### src/rtl/stream_scoreboard_if.sv
// Expected-word and DUT-word valid/ready streams feeding the scoreboard.
// master drives the words, slave (the scoreboard) returns the readies.
interface stream_scoreboard_if #(
    parameter int DATA_W = 32
);
    logic              exp_valid;
    logic              exp_ready;
    logic [DATA_W-1:0] exp_data;
    logic              act_valid;
    logic              act_ready;
    logic [DATA_W-1:0] act_data;

    modport master (
        output exp_valid, exp_data, act_valid, act_data,
        input  exp_ready, act_ready
    );

    modport slave (
        input  exp_valid, exp_data, act_valid, act_data,
        output exp_ready, act_ready
    );
endinterface

### src/rtl/stream_scoreboard.sv
// In-order checker of a DUT stream against a FIFO of expected words; compare result lands 1 cycle after accept.
// DUT side is never backpressured while running; expected side stalls when the FIFO is full; both stall once done.
module stream_scoreboard #(
    parameter int DATA_W = 32,
    parameter int DEPTH  = 16,
    parameter int CNT_W  = 16
) (
    input  logic                     clk,
    input  logic                     rst_n,
    input  logic                     clear,
    input  logic                     finish,
    stream_scoreboard_if.slave       bus,
    output logic [CNT_W-1:0]         pass_cnt,
    output logic [CNT_W-1:0]         fail_cnt,
    output logic [$clog2(DEPTH):0]   pending,
    output logic                     cmp_pulse,
    output logic                     cmp_ok,
    output logic                     unexpected,
    output logic                     ff_valid,
    output logic [CNT_W-1:0]         ff_idx,
    output logic [DATA_W-1:0]        ff_exp,
    output logic [DATA_W-1:0]        ff_act,
    output logic                     done,
    output logic                     all_pass
);
    localparam int AW = $clog2(DEPTH);
    localparam logic [0:0] ST_RUN  = 1'b0;
    localparam logic [0:0] ST_DONE = 1'b1;

    logic [0:0]        state;
    logic [AW:0]       wr_ptr;
    logic [AW:0]       rd_ptr;
    logic [DATA_W-1:0] mem [DEPTH];
    logic [CNT_W-1:0]  act_idx;

    logic              run;
    logic              empty;
    logic              full;
    logic              exp_acc;
    logic              act_acc;
    logic              push;
    logic              pop;
    logic              have_exp;
    logic [DATA_W-1:0] cmp_exp;
    logic              ok_d;

    assign run     = (state == ST_RUN);
    assign empty   = (wr_ptr == rd_ptr);
    assign full    = (wr_ptr[AW] != rd_ptr[AW]) && (wr_ptr[AW-1:0] == rd_ptr[AW-1:0]);
    assign pending = wr_ptr - rd_ptr;

    assign bus.exp_ready = run && !full;
    assign bus.act_ready = run;

    assign exp_acc = bus.exp_valid && bus.exp_ready;
    assign act_acc = bus.act_valid && bus.act_ready;

    // An expected word meeting a DUT word at an empty FIFO is compared directly and never stored.
    assign push     = exp_acc && !(act_acc && empty) && !clear;
    assign pop      = act_acc && !empty;
    assign have_exp = !empty || exp_acc;
    assign cmp_exp  = !empty ? mem[rd_ptr[AW-1:0]] : (exp_acc ? bus.exp_data : '0);
    assign ok_d     = have_exp && (cmp_exp == bus.act_data);

    always_ff @(posedge clk) begin
        if (push)
            mem[wr_ptr[AW-1:0]] <= bus.exp_data;
    end

    always_ff @(posedge clk or negedge rst_n) begin
        if (!rst_n) begin
            state      <= ST_RUN;
            wr_ptr     <= '0;
            rd_ptr     <= '0;
            act_idx    <= '0;
            pass_cnt   <= '0;
            fail_cnt   <= '0;
            cmp_pulse  <= 1'b0;
            cmp_ok     <= 1'b0;
            unexpected <= 1'b0;
            ff_valid   <= 1'b0;
            ff_idx     <= '0;
            ff_exp     <= '0;
            ff_act     <= '0;
            done       <= 1'b0;
            all_pass   <= 1'b0;
        end else if (clear) begin
            state      <= ST_RUN;
            wr_ptr     <= '0;
            rd_ptr     <= '0;
            act_idx    <= '0;
            pass_cnt   <= '0;
            fail_cnt   <= '0;
            cmp_pulse  <= 1'b0;
            cmp_ok     <= 1'b0;
            unexpected <= 1'b0;
            ff_valid   <= 1'b0;
            ff_idx     <= '0;
            ff_exp     <= '0;
            ff_act     <= '0;
            done       <= 1'b0;
            all_pass   <= 1'b0;
        end else begin
            cmp_pulse <= act_acc;
            if (push)
                wr_ptr <= wr_ptr + 1'b1;
            if (pop)
                rd_ptr <= rd_ptr + 1'b1;

            if (act_acc) begin
                cmp_ok  <= ok_d;
                act_idx <= act_idx + 1'b1;
                if (ok_d) begin
                    if (pass_cnt != '1)
                        pass_cnt <= pass_cnt + 1'b1;
                end else begin
                    if (fail_cnt != '1)
                        fail_cnt <= fail_cnt + 1'b1;
                    if (!ff_valid) begin
                        ff_valid <= 1'b1;
                        ff_idx   <= act_idx;
                        ff_exp   <= cmp_exp;
                        ff_act   <= bus.act_data;
                    end
                end
                if (!have_exp)
                    unexpected <= 1'b1;
            end

            if (run && finish)
                state <= ST_DONE;

            // Nothing is accepted in DONE, so the counters sampled here already include the last compare.
            if (!run && !done) begin
                done     <= 1'b1;
                all_pass <= (fail_cnt == '0) && (pending == '0) && !unexpected;
            end
        end
    end
endmodule

### src/flat_wrapper.sv
// flat-port wrapper written by rule: the top's interface ports become plain ports
module stream_scoreboard_flat 
#(
    parameter int DATA_W = 32,
    parameter int DEPTH  = 16,
    parameter int CNT_W  = 16
)
  (clk, rst_n, clear, finish, pass_cnt, fail_cnt, pending, cmp_pulse, cmp_ok, unexpected, ff_valid, ff_idx, ff_exp, ff_act, done, all_pass, bus_exp_valid, bus_exp_data, bus_act_valid, bus_act_data, bus_exp_ready, bus_act_ready);
  stream_scoreboard_if #(.DATA_W(DATA_W)) bus_i ();
  input  logic clk;
  input  logic rst_n;
  input  logic clear;
  input  logic finish;
  output logic [CNT_W-1:0] pass_cnt;
  output logic [CNT_W-1:0] fail_cnt;
  output logic [$clog2(DEPTH):0] pending;
  output logic cmp_pulse;
  output logic cmp_ok;
  output logic unexpected;
  output logic ff_valid;
  output logic [CNT_W-1:0] ff_idx;
  output logic [DATA_W-1:0] ff_exp;
  output logic [DATA_W-1:0] ff_act;
  output logic done;
  output logic all_pass;
  input wire logic [$bits(bus_i.exp_valid)-1:0] bus_exp_valid;
  input wire logic [$bits(bus_i.exp_data)-1:0] bus_exp_data;
  input wire logic [$bits(bus_i.act_valid)-1:0] bus_act_valid;
  input wire logic [$bits(bus_i.act_data)-1:0] bus_act_data;
  output wire logic [$bits(bus_i.exp_ready)-1:0] bus_exp_ready;
  output wire logic [$bits(bus_i.act_ready)-1:0] bus_act_ready;
  assign bus_i.exp_valid = bus_exp_valid;
  assign bus_i.exp_data = bus_exp_data;
  assign bus_i.act_valid = bus_act_valid;
  assign bus_i.act_data = bus_act_data;
  assign bus_exp_ready = bus_i.exp_ready;
  assign bus_act_ready = bus_i.act_ready;
  stream_scoreboard #(.DATA_W(DATA_W), .DEPTH(DEPTH), .CNT_W(CNT_W)) u_core (.clk(clk), .rst_n(rst_n), .clear(clear), .finish(finish), .bus(bus_i), .pass_cnt(pass_cnt), .fail_cnt(fail_cnt), .pending(pending), .cmp_pulse(cmp_pulse), .cmp_ok(cmp_ok), .unexpected(unexpected), .ff_valid(ff_valid), .ff_idx(ff_idx), .ff_exp(ff_exp), .ff_act(ff_act), .done(done), .all_pass(all_pass));
endmodule
### config.mk
export PLATFORM = sky130hd
export DESIGN_NAME = stream_scoreboard_flat
export DESIGN_NICKNAME = d
export VERILOG_FILES = /design/src/rtl/stream_scoreboard_if.sv /design/src/rtl/stream_scoreboard.sv /design/src/flat_wrapper.sv
export SDC_FILE = /design/constraint.sdc
export NUM_CORES = 1
export LEC_CHECK = 0
export BUFFER_PORTS_ARGS = -buffer_cell sky130_fd_sc_hd__buf_2
export CAP_MARGIN = 20
export CORE_MARGIN = 4
export CORE_UTILIZATION = 60
export DETAILED_ROUTE_END_ITERATION = 8
export GPL_ROUTABILITY_DRIVEN = 0
export PLACE_DENSITY = 0.81
export SLEW_MARGIN = 10
export SYNTH_ARGS = -nofsm -noshare
export SYNTH_HDL_FRONTEND = slang
export SYNTH_SLANG_ARGS = --single-unit
### constraint.sdc
create_clock -name clk -period 6.8 [get_ports clk]
set_clock_uncertainty 0.2 [all_clocks]
set_input_delay 1.36 -clock clk [delete_from_list [all_inputs] [get_ports clk]]
set_output_delay 1.36 -clock clk [all_outputs]
set_load 0.02 [all_outputs]
==> impl_metrics.toml, run 1 <==
[detailed_routing]
dr.first_iter.drc_count = 2691
antenna_left = 0
drt-wirelength-per-cell_um = 28.9
num_vias = 16958
drt_wl_total_mm = 72.3
via_per_inst = 6.79
dr.pass1.iters = 6
remaining_drc_errors = 0

[clocking]
cts_hold_buf = 0
clock_sinks = 657
clk_pin_slew_ps = 60
numCtsBuffers = 67
cts_max_level = 3
clockBufferDepth = 3
insertion_delay_ps = 600
cts_resized = 0
ctsRootBufferMaster = "clkbuf_16"
cts_tree = "built"
post-cts-setup-buffer-count = 0

[synth]
ys_seq_elements = 657
synth_top_area_cell = "edfxtp_1"
ys_seq_area_share_pct = 69.7
syn_area_sq_um = 27300
synth_top_area_share_pct = 56.4
synthArstFlopShare_pct = 22.1
synth_edf_count = 512
yosysWarnings = 0
synth.most_common_cell = "edfxtp_1"
post_synth.cell_area_avg_sq_um = 16.6
synth_cells = 1640
synth_cell_types = 79
yosys-top-cells-count = "edfxtp_1, dfrtp_1, nor2_1, mux2i_1, mux4_2"
syn_nets = 1724
synth-main-ff-cell = "edfxtp_1"
synth_area_leaders = "edfxtp_1, dfrtp_1, mux4_2"

[sta]
worst_slew_pin_slew_ps = 1100
setup_viol = 0
rsz0062_at_grt = "false"
hold_viol = 0
fin_crit_sh_pct = 86.1
fmax_mhz = 171
setup_tns_ps = 0
relSlewSlack_pct = 26.5
fin_crit_ps = 5850
slew_violations = 0
holdWs_ps = 290

[critical_path]
setup.worst_path.start = "u_core.rd_ptr[2]"
critPathArrivalTime_ps = 6180
path_max_fanout = 42
start_kind = "flip-flop"
cp-end-kind = "flip-flop"
critPathKind = "flip-flop to flip-flop"
required_ps = 7130
rr_startpoint = "u_core.rd_ptr[2]"

[floorplanning]
rows = 77
die_area_sq_um = 48900
die_w_um = 221
chipHeight_um = 221
ioPinCount = 195
core_sq_um = 44500
initial_core_util_pct = 61.2

[global_routing]
grt_util_met1_pct = 39.2
met2_usage_pct = 46.6
grt_pass1_wl_mm = 108
grt_use_total_pct = 29.2
first_global_vias = 16996
grt.overflow.total = 0
grt_use_met3_pct = 7.83
antenna_found_initial = 2
grt_max_degree = 98
grt-busiest-layer = "met2"

[layout]
n_fill_cell = 2704
layout-drive-gt1-share_pct = 24.5
nets = 1934
area_growth_pct = 14.5

[power]
powerDensity_nw_per_um2 = 292
p_leak_uw = 0.0113
ir_drop_uv = 203

[run]
maxCapViolCount = 0

[hold_path]
min_path_type = "flip-flop to flip-flop"
hp-start = "u_core.ff_exp[30]"

[place]
dp_hpwl_mm = 43.6
portBuffers = 194

[status]
status = "completed"
[worst max-delay path, cell delays in order, from the launching register on]
cell	delay [ps]
dfrtp_4	660
inv_1	230
ha_1	420
and4_1	370
nand2_1	510
buf_4	380
a32oi_1	210
o32ai_1	120
nor4_1	600
and4_1	270
nand4_1	280
o21ai_2	460
o21a_4	560
buf_12	320
a22o_1	170
[cell type report]
type | count | area (sq um) | share of cell area [%]
Clock inverter | 35 | 399 | 1.28
Clock buffer | 88 | 1840 | 5.89
Timing Repair Buffer | 237 | 1360 | 4.35
Inverter | 27 | 101 | 0.325
Sequential cell | 657 | 19000 | 60.9
Antenna cell | 2 | 5.00 | 0.0160
Multi-Input combinational cell | 860 | 7740 | 24.8
Tap cell | 592 | 741 | 2.37
[through the flow]
stage | setup slack (ps) | cells | total power [uW] | cell area, sq um | util (%)
finish | 946 | 2498 | 9100 | 31200 | 70.1
global route | 753 | 2497 | 9380 | 31200 | 70.1
CTS | 1140 | 2494 | 9120 | 31100 | 70.0
detailed placement | 1140 | 2371 | 5430 | 28900 | 64.9
global placement | 1310 | 2371 | 5400 | 28900 | 64.9
floorplan | 880 | 1640 | 5110 | 27300 | -
[routing by layer]
layer,vias to the layer above,wire (um)
li1,6982,-
met1,8552,26400
met2,1180,34800
met3,242,8050
met4,2,3060
met5,-,9
[sequential cells by signal (all words and copies together) (netlist names)]
signal / count
u_core.state: 1
u_core.mem: 512
u_core.unexpected: 1
u_core.ff_exp: 32
u_core.all_pass: 1
u_core.ff_valid: 1
u_core.act_idx: 16
u_core.cmp_pulse: 1
u_core.rd_ptr: 5
u_core.cmp_ok: 1
u_core.pass_cnt: 16
u_core.fail_cnt: 16
u_core.wr_ptr: 5
u_core.ff_act: 32
u_core.ff_idx: 16
u_core.done: 1
[where the power goes]
part	internal (uW)	switching (uW)	total (uW)
logic	340	603	943
clock network	2190	1540	3730
registers	4390	42.0	4430
total	6920	2180	9100
[cell usage in the layout (no fill, tap or decap), drive strengths merged, types with 28 or more instances in the layout]
cell	instances
a21oi	37
a22o	72
a22oi	28
buf	237
clkbuf	88
dfrtp	145
edfxtp	512
inv	33
mux2i	79
mux4	97
nand2	74
nor2	80
o21ai	33
xnor2	30
[logic make-up (layout without fill, tap and decap cells)]
family	after synthesis	in the layout	synth area share, %
multiplexers	187	187	11.6
AO/OA/AOI/OAI	277	277	7.63
flip-flops	657	657	69.7
other	0	2	0
AND/OR/NAND/NOR	331	331	6.31
buffers and inverters	123	387	2.38
adder cells (fa/ha/maj)	14	14	0.670
XOR/XNOR	51	51	1.64
[worst paths after layout]
kind                                       to  slack [ps]  depth (start not counted)
min in group asynchronous  u_core.fail_cnt[7]         690                          1
setup reg to reg            u_core.ff_act[19]         950                         14
setup / recovery            u_core.ff_act[19]         950                         14
hold reg to reg             u_core.ff_exp[30]         290                          1
max in group asynchronous  u_core.act_idx[12]        4490                          2
hold / removal              u_core.ff_exp[30]         290                          1
No activity file was read; power rests on OpenSTA's default activity.
==> inputs of run 2 (changes only) <==
--- a/config.mk
+++ b/config.mk
@@ -8,10 +8,10 @@
 export BUFFER_PORTS_ARGS = -buffer_cell sky130_fd_sc_hd__buf_2
 export CAP_MARGIN = 20
 export CORE_MARGIN = 4
-export CORE_UTILIZATION = 60
+export CORE_UTILIZATION = 54
 export DETAILED_ROUTE_END_ITERATION = 8
 export GPL_ROUTABILITY_DRIVEN = 0
-export PLACE_DENSITY = 0.81
+export PLACE_DENSITY = 0.77
 export SLEW_MARGIN = 10
 export SYNTH_ARGS = -nofsm -noshare
 export SYNTH_HDL_FRONTEND = slang
==> constraint.sdc (replaced) <==
create_clock -name clk -period 4.8 [get_ports clk]
set_clock_uncertainty 0.2 [all_clocks]
set_input_delay 0.48 -clock clk [delete_from_list [all_inputs] [get_ports clk]]
set_output_delay 0.48 -clock clk [all_outputs]
set_load 0.02 [all_outputs]
==> impl_metrics.toml, run 2 (synthesized netlist as in run 1, its figures left out) <==
[status]
status = "completed"

[floorplanning]
die_area_sq_um = 54100
initial_core_util_pct = 54.4
ioPinCount = 195
core_sq_um = 50100
chipHeight_um = 233
rows = 82
die_w_um = 233

[sta]
setup_tns_ps = 0
setup_viol = 0
fmax_mhz = 215
slew_violations = 0
relSlewSlack_pct = 47.8
fin_crit_sh_pct = 97.0
fin_crit_ps = 4650
rsz0062_at_grt = "false"
worst_slew_pin_slew_ps = 783
layout_setup_ws_ps = 146
hold_viol = 0

[critical_path]
worstPathCellList = "buf_12 -> buf_16 -> mux4_2 -> o22ai_1 -> a211oi_1 -> a22oi_2 -> buf_4 -> xnor2_1 -> nor3_1 -> nand4_1 -> buf_4 -> or3b_1 -> or3_1 -> a21oi_1"
cp_top_family = "simple AND/OR/NAND/NOR gates"
required_ps = 5140
crit_buf_inv = 4
cp-end-kind = "flip-flop"
worstRegToRegCells = 14
rr_startpoint = "u_core.rd_ptr[0]"
path_max_fanout = 55
critPathArrivalTime_ps = 5000
start_kind = "flip-flop"
critPathKind = "flip-flop to flip-flop"
rr_endpoint = "u_core.pass_cnt[13]"
max_stage_delay_ps = 570
r2r_slack_ps = 150
slowest_stage = "mux4_2"
cp_common_cell = "buf_4"

[global_routing]
antenna_found_initial = 4
first_global_vias = 16839
met2_usage_pct = 43.2
grt_util_met1_pct = 36.9
grt_max_degree = 104
grt_pass1_wl_mm = 108
grt-busiest-layer = "met2"
grt.overflow.total = 0
grt_use_met3_pct = 5.30
grt_use_total_pct = 26.8

[layout]
layout_commonest_cell = "edfxtp_1"
diodes = 0
n_fill_cell = 3439
mostFrequentLayoutCells = "edfxtp_1, buf_2, dfrtp_1"
nets = 2002
layout-drive-gt1-share_pct = 26.2
area_growth_pct = 17.2
multi_input_area_sq_um = 7760
largest_reg_flops = 512
final-seq-area_sq_um = 19000

[place]
dp_hpwl_mm = 45.0
preCtsSetupSlack_ps = 25.6
portBuffers = 194

[clocking]
insertion_delay_ps = 640
clock_sinks = 657
numCtsBuffers = 61
clockBufferDepth = 3
cts_max_level = 2
cts_tree = "built"
clk_pin_slew_ps = 70
ctsRootBufferMaster = "clkbuf_16"

[detailed_routing]
remaining_drc_errors = 0
drt_wl_total_mm = 73.7
dr.first_iter.drc_count = 2338
drt-wirelength-per-cell_um = 27.9
via_per_inst = 6.46
antenna_left = 0
dr.pass1.iters = 5
num_vias = 17064

[power]
p_leak_uw = 0.0116
powerDensity_nw_per_um2 = 401
ir_drop_uv = 305
totalPowerFinal_uw = 12800

[hold_path]
min_path_cells = 1
worstHoldEndpoint = "u_core.mem[2][0]"
hp-start = "bus_exp_data[0]"
min_path_type = "input port to flip-flop"

[run]
maxCapViolCount = 0
## run 2: changes by cell type in the layout (fill, tap and decap cells not counted), sizes merged
cell,before,now
buf,237,282
bufinv,7,6
clkbuf,88,82
clkinv,21,20
clkinvlp,1,4
diode,2,0
dlygate4sd3,0,29
inv,33,31
## run 2: how the worst max path moves through the flow
stage                     startpoint                  end  slack, ps  depth (start not counted)
floorplan           u_core.rd_ptr[1]     u_core.mem[1][0]       -770                         13
global placement    u_core.rd_ptr[0]   u_core.pass_cnt[8]        140                         13
detailed placement  u_core.rd_ptr[0]  u_core.pass_cnt[14]         30                         13
CTS                 u_core.rd_ptr[0]  u_core.pass_cnt[13]         20                         14
global route        u_core.rd_ptr[0]  u_core.pass_cnt[13]         10                         14
finish              u_core.rd_ptr[0]  u_core.pass_cnt[13]        150                         14
## run 2: metal layers
| metal | vias to the layer above | part of all wire, % |
|---|---|---|
| met5 | - | 0.046 |
| met4 | 6 | 3.7 |
| met3 | 194 | 11 |
| met2 | 1161 | 48 |
| met1 | 8605 | 38 |
| li1 | 7098 | - |
## run 2: cell type report
| class | count | share of cell area, % |
|---|---|---|
| repair buffers | 311 | 6.58 |
| clock buffers | 82 | 5.51 |
| flip-flops and latches | 657 | 59.5 |
| clock inverters | 34 | 1.12 |
| well taps | 672 | 2.63 |
| inverters | 27 | 0.317 |
| multi-input cells | 860 | 24.3 |
## run 2: stage by stage
stage               cell area [sq um]  utilization [%]  std cells  hold WS [ps]
floorplan                       27300                -       1640         -15.6
global placement                29500             58.9       2495           275
detailed placement              29500             58.9       2495           275
CTS                             31900             63.6       2639        0.0767
global route                    31900             63.8       2643          25.5
finish                          31900             63.8       2643          29.7
## run 2: report_power, final
part / internal [uW] / switching, uW / total [uW]
combinational: 592 / 911 / 1500
clock: 2900 / 2130 / 5030
sequential: 6210 / 48.5 / 6260
## run 2: timing repair
action | CTS | global route
endpoints found under the setup margin | 3 | 108
hold endpoints to repair | 101 | 0
pin swaps | 0 | 2
hold buffers | 29 | 0
resized for setup | 0 | 4
setup buffers | 0 | 4
==> inputs of run 3 (changes only) <==
--- a/config.mk
+++ b/config.mk
@@ -11,8 +11,9 @@
 export CORE_UTILIZATION = 54
 export DETAILED_ROUTE_END_ITERATION = 8
 export GPL_ROUTABILITY_DRIVEN = 0
-export PLACE_DENSITY = 0.77
+export PLACE_DENSITY = 0.71
 export SLEW_MARGIN = 10
 export SYNTH_ARGS = -nofsm -noshare
 export SYNTH_HDL_FRONTEND = slang
 export SYNTH_SLANG_ARGS = --single-unit
+export TNS_END_PERCENT = 100
==> constraint.sdc (replaced) <==
create_clock -name clk -period 5.3 [get_ports clk]
set_clock_uncertainty 0.2 [all_clocks]
set_input_delay 0.53 -clock clk [delete_from_list [all_inputs] [get_ports clk]]
set_output_delay 0.53 -clock clk [all_outputs]
set_load 0.02 [all_outputs]
==> impl_metrics.toml, run 3 (synthesized netlist as in run 1, its figures left out) <==
[sta]
layout_setup_ws_ps = 232
fmax_mhz = 197
setup_viol = 0
slew_violations = 0
worst_slew_pin_slew_ps = 1000
hold_viol = 0
relSlewSlack_pct = 33.3
rsz0062_at_grt = "false"
holdWs_ps = 28.2
fin_crit_sh_pct = 95.6
fin_crit_ps = 5070

[place]
preCtsSetupSlack_ps = 266
place_inst = 2477
dp_hpwl_mm = 45.2
portBuffers = 194

[global_routing]
grt.overflow.total = 0
antenna_found_initial = 3
grt_pass1_wl_mm = 108
grt_util_met1_pct = 37.9
grt_use_met3_pct = 5.44
first_global_vias = 16685
grt-busiest-layer = "met2"
grt_max_degree = 101
met2_usage_pct = 43.0
grt_use_total_pct = 26.9

[critical_path]
cp-end-kind = "flip-flop"
required_ps = 5600
critPathArrivalTime_ps = 5370
start_kind = "flip-flop"
path_max_fanout = 26
critPathKind = "flip-flop to flip-flop"

[clocking]
clk_pin_slew_ps = 60
cts_tree = "built"
insertion_delay_ps = 600
cts_max_level = 3
clock_sinks = 657
clockBufferDepth = 3
cts_hold_buf = 7
cts_resized = 0
post-cts-setup-buffer-count = 0
ctsRootBufferMaster = "clkbuf_16"
numCtsBuffers = 68

[layout]
instances_no_fill = 2607
layout-drive-gt1-share_pct = 24.9
n_fill_cell = 3613
mostFrequentLayoutCells = "edfxtp_1, buf_2, dfrtp_1"
largest_reg_flops = 512
area_growth_pct = 15.8
layout_commonest_cell = "edfxtp_1"
nets = 1966

[detailed_routing]
remaining_drc_errors = 0
drt_wl_total_mm = 72.4
dr.first_iter.drc_count = 2118
num_vias = 16759
drt-wirelength-per-cell_um = 27.8
antenna_left = 0
dr.pass1.iters = 5
via_per_inst = 6.43

[floorplanning]
die_area_sq_um = 54100
rows = 82
initial_core_util_pct = 54.4
ioPinCount = 195
chipHeight_um = 233
die_w_um = 233
core_sq_um = 50100

[power]
p_leak_uw = 0.0114
totalPowerFinal_uw = 11600
powerDensity_nw_per_um2 = 368
ir_drop_uv = 335

[hold_path]
min_path_type = "input port to flip-flop"

[status]
status = "completed"

[run]
maxCapViolCount = 0
## run 3: path summary, 6_finish.rpt
check,slack (ps),from,depth (start not counted),to
worst min-delay path,30,bus_act_data[22],2,u_core.ff_act[22]
min in group asynchronous,440,rst_n,2,u_core.done
worst max register to register,230,u_core.wr_ptr[2],11,u_core.pass_cnt[4]
worst max-delay path,230,u_core.wr_ptr[2],11,u_core.pass_cnt[4]
worst min register to register,290,u_core.ff_exp[26],1,u_core.ff_exp[26]
max in group asynchronous,3250,rst_n,3,u_core.ff_exp[23]
## run 3: metrics by stage
step	util, %	area (sq um)	setup TNS, ps
final	63.0	31600	0
after floorplan	-	27300	-17540
after global routing	63.0	31600	0
after global placement	58.5	29300	0
after CTS	63.0	31600	0
after detailed placement	58.5	29300	0
## run 3: layer usage
| metal | up-vias | part of all wire (%) |
|---|---|---|
| li1 | 7035 | - |
| met1 | 8582 | 40 |
| met2 | 969 | 48 |
| met3 | 169 | 9.6 |
| met4 | 4 | 2.9 |
| met5 | - | 0.033 |
## run 3: final cells by class
cell class | count | area (sq um) | share of cell area, %
clock buffers | 98 | 1930 | 6.11
flip-flops and latches | 657 | 19000 | 60.2
well taps | 672 | 841 | 2.66
inverters | 27 | 101 | 0.321
multi-input cells | 860 | 7750 | 24.6
diodes | 1 | 2.50 | 0.00793
repair buffers | 268 | 1680 | 5.31
clock inverters | 24 | 246 | 0.781
## run 3: worst max-delay path: stages, from the launching register on
cell and delay (ps):
dfrtp_1 540, ha_1 450, nand4_1 300, nor2_4 700, a311oi_1 110, a31oi_1 460
xnor2_1 160, nor4_2 420, nand4_2 330, or4_4 700, or4_1 440, a21oi_1 160
## run 3: where the power goes
| group | switching (uW) | internal [uW] |
|---|---|---|
| sequential | 48.5 | 5630 |
| clock | 1910 | 2770 |
| combinational | 785 | 464 |
